===== src/rtl/ipsxb_fft_rst_gen.sv =====
// Reset sequencer for the FFT core: hold o_arstn low, release, settle, then wait for core ready.
// Optional wait-ready timeout enabled with `define IPSXB_FFT_RST_TIMEOUT_EN.
module ipsxb_fft_rst_gen #(
  parameter int HOLD_CYCLES    = 16,
  parameter int SETTLE_CYCLES  = 8,
  parameter int TIMEOUT_CYCLES = 1024,
  parameter int CNT_W          = 16
) (
  input  logic i_clk,
  input  logic i_rst,
  input  logic i_req,
  input  logic i_core_ready,
  output logic o_arstn,
  output logic o_busy,
  output logic o_done,
  output logic o_timeout
);

  localparam logic [1:0] IDLE     = 2'd0;
  localparam logic [1:0] ASSERT   = 2'd1;
  localparam logic [1:0] SETTLE   = 2'd2;
  localparam logic [1:0] WAIT_RDY = 2'd3;

  localparam logic [CNT_W-1:0] HOLD_LAST   = CNT_W'(HOLD_CYCLES - 1);
  localparam logic [CNT_W-1:0] SETTLE_LAST = CNT_W'(SETTLE_CYCLES - 1);

  if (HOLD_CYCLES < 1 || HOLD_CYCLES >= 2**CNT_W) begin : g_hold_chk
    $error("HOLD_CYCLES out of range");
  end
  if (SETTLE_CYCLES < 1 || SETTLE_CYCLES >= 2**CNT_W) begin : g_settle_chk
    $error("SETTLE_CYCLES out of range");
  end
  if (TIMEOUT_CYCLES < 1 || TIMEOUT_CYCLES >= 2**CNT_W) begin : g_timeout_chk
    $error("TIMEOUT_CYCLES out of range");
  end

  logic [1:0]       state;
  logic [1:0]       state_nxt;
  logic [CNT_W-1:0] cnt;
  logic [CNT_W-1:0] cnt_nxt;
  logic             done_nxt;
  logic             timeout_nxt;

`ifdef IPSXB_FFT_RST_TIMEOUT_EN
  localparam logic [CNT_W-1:0] TIMEOUT_LAST = CNT_W'(TIMEOUT_CYCLES - 1);
`endif

  // A request wins over every other condition; each terminal count exits the state, so cnt never wraps.
  always_comb begin
    state_nxt   = state;
    cnt_nxt     = cnt;
    done_nxt    = 1'b0;
    timeout_nxt = 1'b0;
    case (state)
      IDLE: begin
        if (i_req) begin
          state_nxt = ASSERT;
          cnt_nxt   = '0;
        end
      end
      ASSERT: begin
        if (i_req) begin
          cnt_nxt = '0;
        end else if (cnt == HOLD_LAST) begin
          state_nxt = SETTLE;
          cnt_nxt   = '0;
        end else begin
          cnt_nxt = cnt + CNT_W'(1);
        end
      end
      SETTLE: begin
        if (i_req) begin
          state_nxt = ASSERT;
          cnt_nxt   = '0;
        end else if (cnt == SETTLE_LAST) begin
          state_nxt = WAIT_RDY;
          cnt_nxt   = '0;
        end else begin
          cnt_nxt = cnt + CNT_W'(1);
        end
      end
      WAIT_RDY: begin
        if (i_req) begin
          state_nxt = ASSERT;
          cnt_nxt   = '0;
        end else if (i_core_ready) begin
          state_nxt = IDLE;
          cnt_nxt   = '0;
          done_nxt  = 1'b1;
        end else begin
`ifdef IPSXB_FFT_RST_TIMEOUT_EN
          if (cnt == TIMEOUT_LAST) begin
            state_nxt   = IDLE;
            cnt_nxt     = '0;
            timeout_nxt = 1'b1;
          end else begin
            cnt_nxt = cnt + CNT_W'(1);
          end
`else
          cnt_nxt = cnt;
`endif
        end
      end
      default: begin
        state_nxt = ASSERT;
        cnt_nxt   = '0;
      end
    endcase
  end

  logic timeout_q;

  // Outputs are registered and decoded from the next state.
  always_ff @(posedge i_clk) begin
    if (i_rst) begin
      state     <= ASSERT;
      cnt       <= '0;
      o_arstn   <= 1'b0;
      o_busy    <= 1'b1;
      o_done    <= 1'b0;
      timeout_q <= 1'b0;
    end else begin
      state     <= state_nxt;
      cnt       <= cnt_nxt;
      o_arstn   <= (state_nxt != ASSERT);
      o_busy    <= (state_nxt != IDLE);
      o_done    <= done_nxt;
      timeout_q <= timeout_nxt;
    end
  end

`ifdef IPSXB_FFT_RST_TIMEOUT_EN
  assign o_timeout = timeout_q;
`else
  assign o_timeout = 1'b0;
  logic unused_timeout;
  assign unused_timeout = timeout_q;
`endif

endmodule


===== config.mk =====
export PLATFORM = sky130hd
export DESIGN_NAME = ipsxb_fft_rst_gen
export DESIGN_NICKNAME = d
export VERILOG_FILES = /design/src/rtl/ipsxb_fft_rst_gen.sv
export SDC_FILE = /design/constraint.sdc
export NUM_CORES = 1
export LEC_CHECK = 0
export BUFFER_PORTS_ARGS = -buffer_cell sky130_fd_sc_hd__buf_2
export CORE_ASPECT_RATIO = 1.25
export CORE_MARGIN = 2
export CORE_UTILIZATION = 58
export CTS_CLUSTER_DIAMETER = 80
export DETAILED_ROUTE_END_ITERATION = 8
export PLACE_DENSITY = 0.86
export REMOVE_ABC_BUFFERS = 1
export SLEW_MARGIN = 20
export SYNTH_ARGS = -nofsm -noshare
export SYNTH_HDL_FRONTEND = slang
export SYNTH_SLANG_ARGS = --single-unit
export TNS_END_PERCENT = 10

===== constraint.sdc =====
create_clock -name i_clk -period 2.8 [get_ports i_clk]
set_clock_uncertainty 0.15 [all_clocks]
set_input_delay 0.84 -clock i_clk [delete_from_list [all_inputs] [get_ports i_clk]]
set_output_delay 0.84 -clock i_clk [all_outputs]
set_load 0.005 [all_outputs]

==> results.json <==
{
  "numClockSinks": 21,
  "multiInputGateArea_um2": 754,
  "crit_path_frequent_cell": "or4_4",
  "wl_per_cell_um": 14.0,
  "cts_tree": "built",
  "worstMarginPinSlew_ns": 0.925,
  "port-buffer-count": 6,
  "p_total_mw": 0.533,
  "setup_viol_count_final": 0,
  "synthCells": 148,
  "grt_use_met3_pct": 3.27,
  "grtUsageTotal_pct": 22.7,
  "chipWidth_um": 45.0,
  "crit_fanout": 8,
  "diodes": 0,
  "synth_top_area_cell": "dfxtp_1",
  "cts-buffers-inserted": 3,
  "critPathBufInv": 0,
  "cts_root_buf": "clkbuf_4",
  "synth_area_leaders": "dfxtp_1, ha_1, nand2_1, xnor2_1, nor2_1",
  "fp.dieH_um": 55.3,
  "die-area_um2": 2490,
  "grt_start_max_net_pins": 15,
  "drc": 0,
  "nets": 164,
  "critPathTopFamily": "simple AND/OR/NAND/NOR gates",
  "start_util_pct": 61.6,
  "synth.most_common_cell": "dfxtp_1",
  "min_path_cells": 2,
  "critical_path.endpoint_type": "register",
  "gp_congestion": 0.843,
  "grt_pass1_vias": 1066,
  "final_util_pct": 64.8,
  "reg2regPathDepth": 5,
  "vias": 1096,
  "synthToLayoutAreaGrowth_pct": 5.23,
  "drtPass1Iterations": 7,
  "holdBufCountCts": 0,
  "crit_type": "register to register",
  "hold_violations": 0,
  "hold_path.class": "register to register",
  "synth_top_area_share_pct": 34.5,
  "vias_per_cell": 6.34,
  "ant_nets": 0,
  "cts_max_level": 1,
  "dp_hpwl_um": 1840,
  "use_met1_pct": 29.5,
  "ctsResizeCount": 0,
  "clk_pin_slew_worst_paths_ns": 0.12,
  "synth.avg_cell_area_um2": 8.24,
  "syn_area_um2": 1220,
  "synthDistinctLibCells": 41,
  "worstPathCellList": "or4_4 -> or3_4 -> o311a_1 -> or4_4 -> nand2b_4",
  "clockBufferDepth": 2,
  "num_rows": 18,
  "p_leak_nw": 0.470,
  "status": "complete, no violations",
  "ys_seq_area_share_pct": 34.5,
  "dr.first_iter.drc_count": 28,
  "post_cts_buffers": 0,
  "cp_data_arrival_time_ns": 2.57,
  "io_pins": 8,
  "antenna_found_initial": 0,
  "insertion_delay_ns": 0.30,
  "power_density_nw_per_um2": 415,
  "fin_crit_ns": 2.51,
  "maxSlewViolCount": 0,
  "synth_edf_count": 0,
  "grt_overflow_total": 0,
  "slew_headroom_pct": 38.4,
  "synth_common_cells": "dfxtp_1, nand2_1, nor2_1",
  "rsz0062_at_grt": "false",
  "synth_ff_type": "dfxtp_1",
  "synthArstFlopShare_pct": 0,
  "cpMaxStageDelayCell": "or4_4",
  "use_met2_pct": 35.3,
  "core_um2": 1980,
  "routed_wl_um": 2420,
  "irDropWorstVdd_uv": 251,
  "fill_cells": 178,
  "tns_ns": 0,
  "yosys_warnings": 0,
  "cp.depth": 5,
  "fin_crit_sh_pct": 89.8,
  "critical_path.max_stage_delay_ns": 0.57,
  "synth.ff_latch_count": 21,
  "required_ns": 2.85,
  "busiest_layer": "met2",
  "grt_pass1_wl_um": 4390,
  "drive_gt1_share_pct": 14.4,
  "fmax_mhz": 398,
  "seqCellArea_um2": 420,
  "cap_violations": 0,
  "cp-start-kind": "register"
}
## worst reg2reg max path: stages (launching register included)
cell and delay (ns):
dfxtp_1 0.39, or4_4 0.57, or3_4 0.40, o311a_1 0.34, or4_4 0.43, nand2b_4 0.15
## flip-flops by register name, indices dropped and copies added (netlist names)
signal / count
o_arstn: 1
o_busy: 1
o_done: 1
state: 2
cnt: 16
## where the power goes
| part | total (mW) | switching (mW) | internal, mW |
|---|---|---|---|
| clock network | 0.144 | 0.0912 | 0.0532 |
| logic | 0.0774 | 0.0455 | 0.0319 |
| registers | 0.311 | 0.00544 | 0.306 |
## cell families after synthesis
logic type               after synthesis  synth area share [%]
adder cells (fa/ha/maj)                6                  6.15
AND/OR/NAND/NOR                       78                  36.8
other                                  1                 0.307
AO/OA/AOI/OAI                         22                  12.0
flip-flops                            21                  34.5
XOR/XNOR                               8                  5.74
multiplexers                           1                 0.821
buffers and inverters                 11                  3.69
## cells in the final DEF, fill, tap and decap left out, types with 2 or more instances in the layout
| cell | count |
|---|---|
| a211o_1 | 2 |
| a21o_1 | 2 |
| a21oi_1 | 8 |
| buf_2 | 6 |
| clkbuf_4 | 3 |
| dfxtp_1 | 21 |
| ha_1 | 6 |
| inv_1 | 5 |
| nand2_1 | 18 |
| nand2b_1 | 2 |
| nand3_1 | 4 |
| nand3b_1 | 3 |
| nor2_1 | 15 |
| nor3_1 | 3 |
| nor4_1 | 8 |
| nor4b_1 | 2 |
| o21ai_0 | 3 |
| or2_2 | 3 |
| or3_1 | 5 |
| or4_1 | 2 |
| or4_4 | 4 |
| xnor2_1 | 7 |
## area by class of cell
class	count	share of cell area (%)
Inverter	5	1.46
Clock buffer	3	1.75
Clock inverter	1	0.390
Multi-Input combinational cell	116	58.8
Timing Repair Buffer	7	2.92
Sequential cell	21	32.7
Tap cell	20	1.95
## final timing paths
kind | startpoint | endpoint | slack, ns
worst min-delay path | cnt[1] | cnt[1] | 0.36
worst min register to register | cnt[1] | cnt[1] | 0.36
worst max-delay path | cnt[10] | o_busy | 0.29
worst max register to register | cnt[10] | o_busy | 0.29
## through the flow
| stage | cells | instance area (um2) | hold slack (ns) | worst slack, ns |
|---|---|---|---|---|
| floorplan | 142 | 1190 | 0.306 | 0.403 |
| global placement | 169 | 1260 | 0.336 | 0.255 |
| detailed placement | 169 | 1260 | 0.344 | 0.131 |
| CTS | 173 | 1280 | 0.361 | 0.283 |
| global route | 173 | 1280 | 0.383 | 0.162 |
| finish | 173 | 1280 | 0.360 | 0.287 |
## per-layer routing
| layer | vias up | part of all wire (%) | wire length [um] |
|---|---|---|---|
| met5 | - | 0 | 0 |
| met4 | 0 | 1.7 | 42 |
| met3 | 8 | 3.8 | 93 |
| met2 | 30 | 50 | 1210 |
| met1 | 519 | 44 | 1070 |
| li1 | 539 | - | - |
(Power assumes the default switching activity.)
